`src/rtl/aes_const_pkg.sv`:
```
// Shared constants for the AES host sequencer: function encodings and default widths.
package aes_const;

  localparam int unsigned DATA_W      = 128;
  localparam int unsigned TAG_W       = 4;
  localparam int unsigned TIMEOUT_CYC = 64;
  localparam int unsigned CNT_W       = $clog2(TIMEOUT_CYC + 1);

  localparam logic [1:0] FUNC_IDLE    = 2'd0;
  localparam logic [1:0] FUNC_KEXP    = 2'd1;
  localparam logic [1:0] FUNC_CIPHER  = 2'd2;
  localparam logic [1:0] FUNC_ICIPHER = 2'd3;

endpackage

```
`src/rtl/aes_wire_pkg.sv`:
```
// Register bundle and reset value for the AES host sequencer.
package aes_wire;

  import aes_const::*;

  typedef enum logic [1:0] {StIdle, StIssue, StWait, StResp} state_e;

  typedef struct packed {
    state_e              state;
    logic [1:0]          func;
    logic [DATA_W-1:0]   data;
    logic [DATA_W-1:0]   res;
    logic [TAG_W-1:0]    tag;
    logic                err;
    logic                key_valid;
    logic [CNT_W-1:0]    cnt;
  } aes_host_reg_type;

  localparam aes_host_reg_type init_aes_host_reg = '{
    state:     StIdle,
    func:      '0,
    data:      '0,
    res:       '0,
    tag:       '0,
    err:       1'b0,
    key_valid: 1'b0,
    cnt:       '0
  };

endpackage

```
`src/rtl/aes_host.sv`:
```
// Single-outstanding command sequencer in front of the AES core.
// Optional WAIT timeout is built when AES_TIMEOUT_EN is defined.
module aes_host
  import aes_wire::*;
#(
  parameter int unsigned DATA_W      = aes_const::DATA_W,
  parameter int unsigned TAG_W       = aes_const::TAG_W,
  parameter int unsigned TIMEOUT_CYC = aes_const::TIMEOUT_CYC
) (
  input  logic              clk,
  input  logic              rst,
  input  logic              req_valid,
  output logic              req_ready,
  input  logic [1:0]        req_func,
  input  logic [DATA_W-1:0] req_data,
  input  logic [TAG_W-1:0]  req_tag,
  output logic              core_enable,
  output logic [1:0]        core_func,
  output logic [DATA_W-1:0] core_data,
  input  logic              core_ready,
  input  logic [DATA_W-1:0] core_result,
  output logic              rsp_valid,
  input  logic              rsp_ready,
  output logic [DATA_W-1:0] rsp_data,
  output logic [TAG_W-1:0]  rsp_tag,
  output logic              rsp_err,
  output logic              key_valid,
  output logic              busy
);

`ifdef AES_TIMEOUT_EN
  localparam int unsigned   CntW       = aes_const::CNT_W;
  localparam logic [CntW-1:0] TimeoutVal = CntW'(TIMEOUT_CYC);
`endif

  aes_host_reg_type r_q, r_d;

  always_comb begin
    r_d = r_q;
    unique case (r_q.state)
      StIdle: begin
        if (req_valid) begin
          r_d.func = req_func;
          r_d.data = req_data;
          r_d.tag  = req_tag;
          r_d.res  = '0;
          // Idle func, or a cipher op with no expanded key, bypasses the core.
          if (req_func == aes_const::FUNC_IDLE || (req_func[1] && !r_q.key_valid)) begin
            r_d.err   = 1'b1;
            r_d.state = StResp;
          end else begin
            r_d.err   = 1'b0;
            r_d.state = StIssue;
          end
        end
      end
      StIssue: begin
        r_d.cnt   = '0;
        r_d.state = StWait;
        if (r_q.func == aes_const::FUNC_KEXP) r_d.key_valid = 1'b0;
      end
      StWait: begin
        if (core_ready) begin
          r_d.err   = 1'b0;
          r_d.state = StResp;
          if (r_q.func == aes_const::FUNC_KEXP) begin
            r_d.res       = '0;
            r_d.key_valid = 1'b1;
          end else begin
            r_d.res = core_result;
          end
        end
`ifdef AES_TIMEOUT_EN
        else begin
          r_d.cnt = r_q.cnt + 1'b1;
          if (r_d.cnt == TimeoutVal) begin
            r_d.err   = 1'b1;
            r_d.res   = '0;
            r_d.state = StResp;
          end
        end
`endif
      end
      StResp: begin
        if (rsp_ready) r_d.state = StIdle;
      end
      default: r_d = init_aes_host_reg;
    endcase
  end

  always_ff @(posedge clk) begin
    if (rst) begin
      r_q <= init_aes_host_reg;
    end else begin
      r_q <= r_d;
    end
  end

  // req_ready is gated by rst so every output reads 0 while reset is held.
  assign req_ready   = (r_q.state == StIdle) && !rst;
  assign core_enable = (r_q.state == StIssue);
  assign core_func   = (r_q.state == StIssue) ? r_q.func : 2'b00;
  assign core_data   = r_q.data;
  assign rsp_valid   = (r_q.state == StResp);
  assign rsp_data    = r_q.res;
  assign rsp_tag     = r_q.tag;
  assign rsp_err     = r_q.err;
  assign key_valid   = r_q.key_valid;
  assign busy        = (r_q.state != StIdle);

endmodule

```
`config.mk`:
```
export PLATFORM = sky130hd
export DESIGN_NAME = aes_host
export DESIGN_NICKNAME = d
export VERILOG_FILES = /design/src/rtl/aes_const_pkg.sv /design/src/rtl/aes_wire_pkg.sv /design/src/rtl/aes_host.sv
export SDC_FILE = /design/constraint.sdc
export NUM_CORES = 1
export LEC_CHECK = 0
export CAP_MARGIN = 20
export CELL_PAD_IN_SITES_DETAIL_PLACEMENT = 1
export CELL_PAD_IN_SITES_GLOBAL_PLACEMENT = 2
export CORE_MARGIN = 2
export CORE_UTILIZATION = 22
export DETAILED_ROUTE_END_ITERATION = 16
export PLACE_DENSITY_LB_ADDON = 0.1
export SETUP_SLACK_MARGIN = 0.3
export SYNTH_ARGS = -nofsm -noshare
export SYNTH_HDL_FRONTEND = slang
export SYNTH_SLANG_ARGS = --single-unit
```
`constraint.sdc`:
```
create_clock -name clk -period 1.6 [get_ports clk]
set_input_delay 0.16 -clock clk [delete_from_list [all_inputs] [get_ports clk]]
set_output_delay 0.16 -clock clk [all_outputs]
set_load 0.02 [all_outputs]
```
Word-level counts from Yosys, hierarchy flattened
Cells that the tools add are included.

storage, ports and cells
  bits in writable memories = 0
  logic and storage cells = 45
  output and inout bits = 268
  bits in latches = 0
  flip-flop bits (word level) = 266
  memories = 0
  ROM bits = 0
  input bits = 267

cells by class
  mux-type cells = 15
  div/mod/pow operators = 0
  order comparisons = 0
  reduce and logical (&&, ||, !) cells = 14
  equal/unequal tests = 9
  add/sub/neg operators = 0
  bitwise gates (word level) = 0
  $mul = 0
  shift-type cells = 0

operator list
  operator                                               number
  two-way mux 265 bit                                    1
  two-way mux 128 bit                                    2
  case mux 128 bit (2 select lines)                      1
  two-way mux 2 bit                                      5
  case mux 2 bit (4 select lines)                        1
  inequality test 2 bit, second input constant           3
  AND reduction 3 bit                                    2
  nonzero test 2 bit                                     3
  equality test 2 x 1 -> 1 bit, second input constant    2
  equality test 2 bit, second input constant             2
  zero test 2 bit                                        2
  inequality test 2 x 1 -> 1 bit, second input constant  2
  case mux 1 bit (2 select lines)                        2
  AND reduction 4 bit                                    1
  two-way mux 1 bit                                      3
  logical AND 1 bit                                      2
  zero test 1 bit                                        2
  AND reduction 2 bit                                    1
  logical OR 1 bit                                       1

Logic depth before layout (Yosys ltp)
Gate-level depths: netlist of run 1.

  word-level depth = 6
  gate-level depth with buffers = 8
  depth with buffers taken out = 5

Worst setup path before layout of run 1
No wires, ideal clock.

  path kind = reg2reg
  from = register r_q[271] (netlist name)
  to = register r_q, in the netlist rsp_data[100]
  cell stages (with the launch flop) = 8
  arrival time = 1.555 ns
  slack = -0.026 ns
  path buffers = 2
  required time = 1.528 ns
  clock period less this slack = 1.626 ns
  library setup time = 0.072 ns
  cell sequence = dfxtp_1 -> inv_1 -> ha_1 -> nor2b_2 -> nor2_2 -> buf_6 -> buf_8 -> mux2i_1

on the way
  longest elaborated chain between the ends = 3
  elaborated cells on any way between the ends = 7
  classes of those cells = 3 x eq/ne; 1 x mux; 3 x reduce/logical

RTL lines
  what                                                                          line            text
  start, declared                                                               aes_host.sv:36  aes_host_reg_type r_q, r_d;
  start signal, assigned                                                        aes_host.sv:93  r_q <= init_aes_host_reg;
  start signal, assigned                                                        aes_host.sv:95  r_q <= r_d;
  equality test 2 bit or zero test 2 bit (tied branches)                        aes_host.sv:40  unique case (r_q.state)
  inequality test 2 bit (no source line) or nonzero test 2 bit (tied branches)  -
  AND reduction 3 bit (no source line)                                          -

Parallel ways exist; a longest one is shown, timed or not.
A chain may end at the register's enable or synchronous reset.

Worst setup path in the final report of run 1
  from = register r_q[271] (netlist name)
  to = output core_func[0]

on the way
  longest elaborated chain between the ends = 2

RTL lines
  what                          line             text
  equality test 2 x 1 -> 1 bit  aes_host.sv:102  assign core_func = (r_q.state == StIssue) ? r_q.func : 2'b00;
  two-way mux 2 bit             aes_host.sv:102
  end, declared                 aes_host.sv:18   output logic [1:0] core_func,

No other way between the ends.

==> results of run 1 <==
==> layout make-up <==
| class | count | area share, % |
|---|---|---|
| clock buffer | 59 | 6.260 |
| multi-input combinational | 826 | 27.19 |
| inverter | 4 | 0.1523 |
| clock inverter | 4 | 0.1316 |
| timing repair buffer | 619 | 31.43 |
| tap | 756 | 5.235 |
| sequential | 266 | 29.52 |
| antenna | 6 | 0.08310 |
==> worst max-delay path, cell delays in order (launching register included) <==
cell	delay, ps
dfxtp_4	360
buf_4	140
ha_4	160
and2_4	150
buf_6	130
==> final timing paths <==
path	from	to	slack, ps
worst max register to register	r_q[271]	rsp_data[68]	-50
worst max-delay path	r_q[271]	core_func[0]	-50
worst min-delay path	req_data[126]	core_data[126]	160
worst min register to register	core_data[82]	core_data[82]	450
==> stage by stage <==
stage	cells	worst slack (ps)	TNS (ps)	area, um^2	hold slack [ps]
2_1_floorplan	1455	149.1	0	12680	296.0
5_1_grt	2540	-138.3	-16630	18070	142.0
4_1_cts	2497	-84.81	-4551	17170	113.4
3_5_place_dp	2427	-147.7	-9310	17030	448.9
3_3_place_gp	2427	-92.11	-5598	17030	441.1
6_report	2540	-53.92	-2299	18070	155.1
==> logic make-up after synthesis <==
family,Yosys count
compound gates,141
buf+inv,365
flops,266
mux,132
simple gates,544
fa+ha+maj,7
==> cells in the mapped netlist <==
| master | count |
|---|---|
| nand2_1 | 270 |
| inv_1 | 4 |
| dfxtp_1 | 266 |
| buf_4 | 265 |
| nor3_1 | 1 |
| mux2i_1 | 131 |
| nand4b_1 | 1 |
| nor2_1 | 3 |
| a311oi_1 | 1 |
| nor2_2 | 1 |
| ha_1 | 7 |
| clkbuf_1 | 37 |
| nor2b_2 | 1 |
| o21ai_0 | 2 |
| clkbuf_2 | 1 |
| a31oi_1 | 1 |
| mux2_2 | 1 |
| nand2b_2 | 1 |
| buf_8 | 10 |
| and2_1 | 3 |
| or2_2 | 1 |
| o31a_1 | 1 |
| buf_6 | 5 |
| nor2b_1 | 3 |
| nand3_1 | 130 |
| a21o_1 | 1 |
| a21oi_1 | 135 |
| nand2b_1 | 129 |
| buf_2 | 43 |
==> layer usage <==
metal	wire (um)	vias to the layer above	share of wire [%]	track usage [%]
met3	3259	73	6.4	4.976
met5	24	-	0.047	0
li1	-	5093	-	-
met1	20250	5078	40	17.37
met2	25910	263	51	27.07
met4	1414	4	2.8	6.333
==> flip-flops by register name, summed over array words and instances (netlist names) <==
signal,flops
rsp_err,1
rsp_data,128
key_valid,1
rsp_tag,4
core_data,128
r_q,4
==> layout by cell type (no fill, tap or decap), types with 3 or more instances in the layout <==
master	instances
nand2_1	269
clkdlybuf4s50_1	265
dfxtp_1	263
buf_2	233
nand3_1	130
mux2i_1	130
nand2b_1	129
a21oi_1	110
clkbuf_16	57
buf_12	26
a21oi_2	25
dlygate4sd2_1	24
buf_4	23
buf_6	13
clkbuf_1	12
buf_16	9
clkbuf_8	8
diode_2	6
buf_8	6
ha_1	4
inv_6	3
and2_4	3
nor2_1	3
nand2_8	3
ha_4	3
clkinv_2	3
==> what timing repair did <==
| action | 4_1_cts | 5_1_grt |
|---|---|---|
| pin swaps | 6 | 5 |
| resized for setup | 1079 | 48 |
| buffers inserted | 6 | 11 |
| cloned | 1 | 26 |
| endpoints found under the setup margin | 533 | 300 |
==> power groups by stage <==
stage               logic [mW]  registers, mW  clock network, mW
floorplan                 8.49           8.32                  0
global placement          11.8           8.43                  0
detailed placement        11.9           8.48                  0
CTS                       11.7           8.32               8.39
global route              14.5           8.45               8.61
finish                    13.6           8.30               8.01
==> results.tsv, run 1 <==
stage	metric	value	unit
worst_setup_path	worst-path-max-fanout	4	
drt	first_pass_iters	4	
yosys	synthAdderAreaFrac	0.6959	%
pwr	power.share.clock	26.8	%
drt	viasPerCell	4.138	
finish	drive_gt1_share	24.07	%
yosys	netlist_area	12590	um^2
clock_network	htreeDepth	2	
finish	n_fill_cell	6526	
die	dieHeight	243.2	um
yosys	synth_nets	1729	
yosys	ys_types	29	
die	rows	87	
die	initial_core_util	22.28	%
grt	grt_pass1_wl	70130	um
pwr	p_sw	10.90	mW
worst_setup_path	critPathKind	reg -> out	
drt	ant_nets	0	
sta	max_freq	604.6	MHz
finish	fin_nets	2028	
placed_design	dp_hpwl	33960	um
grt	antenna_found_initial	10	
outcome	failed_checks	negative setup slack	
yosys	ys_seq_elements	266	
clock_network	cts_hold_buf	0	
sta	finalCritPeriodShare	103.4	%
worst_setup_path	worst_setup_path_start_kind	register	
worst_setup_path	reg2reg_depth	7	
yosys	syn_area_per_cell	8.650	um^2
yosys	synthMuxAreaShare	10.51	%
outcome	status	finished with violations	
worst_hold_path	hold_path_depth	3	
clock_network	cts_buffers	37	
worst_setup_path	critPathCaptureType	output pin	
finish	multiInputGateArea	4912	um^2
pwr	switching_share	36.44	%
pwr	pwr-share-comb	45.4	%
yosys	syn_inst	1455	
drt	vias	10511	
sta	period_minus_slack	1654	ps
yosys	synth_compound_area_share	5.696	%
drt	totalWireLength	50860	um
die	die_w	243.2	um
flow_run	maxCapViolations	0	
die	ios	535	
clock_network	clock_latency	550	ps
yosys	yosysTopAreaCellShare	42.31	%
pwr	p_leak	7.606	nW
yosys	ys_seq_area_share	42.31	%
pwr	intPower	19.01	mW
pwr	ir_worst_vdd	0.6788	mV
grt	grt_pass1_vias	10730	
yosys	synth-xor-area-share	0	%
grt	overflow	0	
clock_network	cts_root_buf	clkbuf_16	
placed_design	portBuffers	534	
finish	fin_util	31.98	%
sta	fin_worst_skew	19.74	ps
yosys	synth_area_leaders	dfxtp_1 42%, buf_4 16%, mux2i_1 10%	
yosys	yosys.area.top_type	dfxtp_1	
drt	drt_iter0_markers	335	
sta	drv_slew	0	
clock_network	cts_tree	yes	
clock_network	clkTransAtPathRegs	60	ps
worst_setup_path	arrival	1490	ps
yosys	synthSimpleGateAreaFrac	20.37	%
drt	wl_per_cell	20.02	um
pwr	p_per_area	1655	nW/um^2
sta	relSlewSlack	58.86	%
finish	seq_area	5334	um^2
sta	setup_viol	89	
grt	grt.total_usage	15.52	%
sta	setup_slack	-53.92	ps
drt	drc	0	
sta	hold_viol	0	
pwr	power	29.91	mW
die	die_area	59140	um^2
finish	area_growth_syn_to_layout	43.56	%
grt	grt_max_degree	133	
yosys	yosysWarnings	0	
worst_setup_path	cp.required	1440	ps
clock_network	clockBufferDepth	3	
worst_hold_path	min-delay-path-class	in -> reg	
pwr	seqPwrFrac	27.8	%
placed_design	place.gp.congestion	0.7729	
sta	worst_pin_slew	617.2	ps
yosys	synth_top_family_by_area	buffers and inverters	
clock_network	cts.sinks	266	
sta	rsz0062_at_grt	true	
die	core_region_area	56500	um^2
No activity file was read; power rests on OpenSTA's default activity.
==> run 2: changes to the inputs <==
--- a/config.mk
+++ b/config.mk
@@ -9,7 +9,7 @@
 export CELL_PAD_IN_SITES_DETAIL_PLACEMENT = 1
 export CELL_PAD_IN_SITES_GLOBAL_PLACEMENT = 2
 export CORE_MARGIN = 2
-export CORE_UTILIZATION = 22
+export CORE_UTILIZATION = 26
 export DETAILED_ROUTE_END_ITERATION = 16
 export PLACE_DENSITY_LB_ADDON = 0.1
 export SETUP_SLACK_MARGIN = 0.3
==> constraint.sdc (replaced) <==
create_clock -name clk -period 2 [get_ports clk]
set_input_delay 0.2 -clock clk [delete_from_list [all_inputs] [get_ports clk]]
set_output_delay 0.2 -clock clk [all_outputs]
set_load 0.02 [all_outputs]
==> results.tsv, run 2 (same netlist as run 1, synthesis figures left out) <==
stage	metric	value	unit	change
grt	grt_pass1_vias	10536		-1.8%
grt	grt.total_usage	17.55	%	+2.0 points
clock_network	htreeDepth	2		unchanged
sta	setup_viol	0		-100%
sta	fin_worst_skew	9.787	ps	-9.957 ps
drt	wl_per_cell	20.01	um	about the same
pwr	p_leak	8.017	nW	+5.4%
sta	period_minus_slack	1715	ps	
worst_setup_path	cp.required	1800	ps	+360 ps
die	ios	535		unchanged
drt	vias	10359		-1.4%
finish	final_cell_mix	269 x nand2_1, 265 x clkdlybuf4s50_1, 264 x dfxtp_1, 259 x dlygate4sd2_1, 135 x a21oi_1		
drt	viasPerCell	4.362		+5.4%
sta	worst_pin_slew	612.9	ps	-4.221 ps
worst_setup_path	critPathKind	reg -> out		
clock_network	cts.sinks	266		unchanged
drt	ant_nets	0		unchanged
worst_setup_path	cpLargestDelayFamily	flip-flops		
clock_network	clkTransAtPathRegs	60	ps	about the same
worst_setup_path	cp_cell_sequence	inv_4, buf_6, ha_4, and2_4, buf_6		
die	rows	80		-8.0%
placed_design	dpl_cell_area	16670	um^2	-2.1%
placed_design	portBuffers	534		unchanged
worst_hold_path	min-delay-path-class	in -> reg		
outcome	status	completed		
worst_setup_path	path_buf_inv	3		+1
finish	n_fill_cell	5494		-16%
drt	totalWireLength	47540	um	-6.5%
die	die_area	50180	um^2	-15%
worst_setup_path	reg2reg_from	r_q[272]		
sta	hold_viol	0		unchanged
finish	fin_util	38.10	%	+6.1 points
finish	final_cell_area	18190	um^2	+0.68%
sta	fin_tns_setup	0	ps	+2299 ps
die	dieHeight	224.0	um	-7.9%
clock_network	cts_tree	yes		
flow_run	maxCapViolations	0		unchanged
grt	grt_pass1_wl	67290	um	-4.1%
grt	grt_max_degree	91		-32%
worst_setup_path	cp_slowest_cell	dfxtp_4		
sta	rsz0062_at_grt	true		
drt	first_pass_iters	4		unchanged
pwr	p_per_area	1302	nW/um^2	-21%
worst_setup_path	worst_setup_path_start_kind	register		
pwr	power	23.68	mW	-21%
finish	drive_gt1_share	8.485	%	-16 points
worst_setup_path	cpMostUsedCell	buf_6		
sta	finalCritPeriodShare	85.77	%	
drt	drc	0		unchanged
worst_setup_path	cpPeakStageDelay	370	ps	about the same
sta	drv_slew	0		unchanged
grt	antenna_found_initial	7		-3
worst_setup_path	crit_start	r_q[272]		
die	core_region_area	47750	um^2	-15%
drt	drt_iter0_markers	312		-6.9%
clock_network	clock_latency	530	ps	-20 ps
worst_setup_path	arrival	1520	ps	+30 ps
placed_design	dp_hpwl	32650	um	-3.9%
clock_network	cts_buffers	36		-2.7%
sta	max_freq	583.0	MHz	
die	die_w	224.0	um	-7.9%
clock_network	cts_root_buf	clkbuf_16		
placed_design	place.gp.congestion	0.7513		-2.8%
placed_design	dp.cells	2274		-6.3%
finish	stdcell_count	2375		-6.5%
sta	relSlewSlack	59.14	%	+0.28 points
finish	layout_commonest_cell	nand2_1		
clock_network	clockBufferDepth	3		unchanged
worst_hold_path	holdCritStartpoint	req_data[98]		
worst_setup_path	critPathCaptureType	output pin		
finish	area_growth_syn_to_layout	44.54	%	
pwr	ir_worst_vdd	0.5566	mV	-18%
worst_setup_path	worst-path-max-fanout	3		-1
die	initial_core_util	26.36	%	+4.1 points
finish	fin_nets	2006		-1.1%
grt	overflow	0		unchanged
-- run 2: timing repair --
item                                    in CTS  in global routing
endpoints found under the setup margin     515                135
resized for setup                          306                 35
hold buffers                                 1                  0
buffers inserted                             6                 12
pin swaps                                    1                  3
cloned                                       1                 15
endpoints found under the hold margin        3                  0
-- run 2: tightest hold or removal path, stage by stage --
cell	delay (ps)
clkdlybuf4s50_1	390
nand2_1	60
a21oi_1	50
-- run 2: final cells by class --
cell class                 instances  area (um^2)  share of cell area, %
timing repair buffer             600         6117                  33.63
sequential                       266         5330                  29.30
clock inverter                    12        112.6                 0.6190
tap                              615        769.5                  4.230
antenna                            4        10.01                0.05502
inverter                           4        22.52                 0.1238
clock buffer                      50         1035                  5.688
multi-input combinational        824         4795                  26.36
-- run 2: stage by stage --
step | hold slack (ps) | worst slack, ps
2_1_floorplan | 336.0 | 373.7
3_3_place_gp | 441.2 | 5.364
3_5_place_dp | 447.8 | -2.913
4_1_cts | 173.2 | 149.2
5_1_grt | 195.9 | 229.4
6_report | 211.3 | 284.6
-- run 2: final timing paths --
kind / endpoint / slack [ps] / cells past startpoint
worst min-delay path: core_data[98] / 210 / 3
worst max register to register: r_q[271] / 310 / 6
worst max-delay path: core_func[0] / 280 / 5
worst min register to register: core_data[61] / 450 / 2
-- run 2: report_power, final --
group | switching, mW | internal, mW | total [mW]
sequential | 0.432 | 6.18 | 6.61
combinational | 5.56 | 5.13 | 10.7
clock | 2.53 | 3.86 | 6.38
-- run 2: routing by layer --
layer / up-vias / part of all wire (%) / global-route usage [%]
met5: - / 0.11 / 0
li1: 5025 / - / -
met4: 8 / 2.6 / 6.366
met1: 4983 / 41 / 19.99
met3: 70 / 7.3 / 5.916
met2: 273 / 49 / 30.41
==> run 3: changes to the inputs <==
--- a/config.mk
+++ b/config.mk
@@ -5,7 +5,6 @@
 export SDC_FILE = /design/constraint.sdc
 export NUM_CORES = 1
 export LEC_CHECK = 0
-export CAP_MARGIN = 20
 export CELL_PAD_IN_SITES_DETAIL_PLACEMENT = 1
 export CELL_PAD_IN_SITES_GLOBAL_PLACEMENT = 2
 export CORE_MARGIN = 2
==> results of run 3 <==
Same layout as run 2: the final DEF is identical, and so are final timing and power.
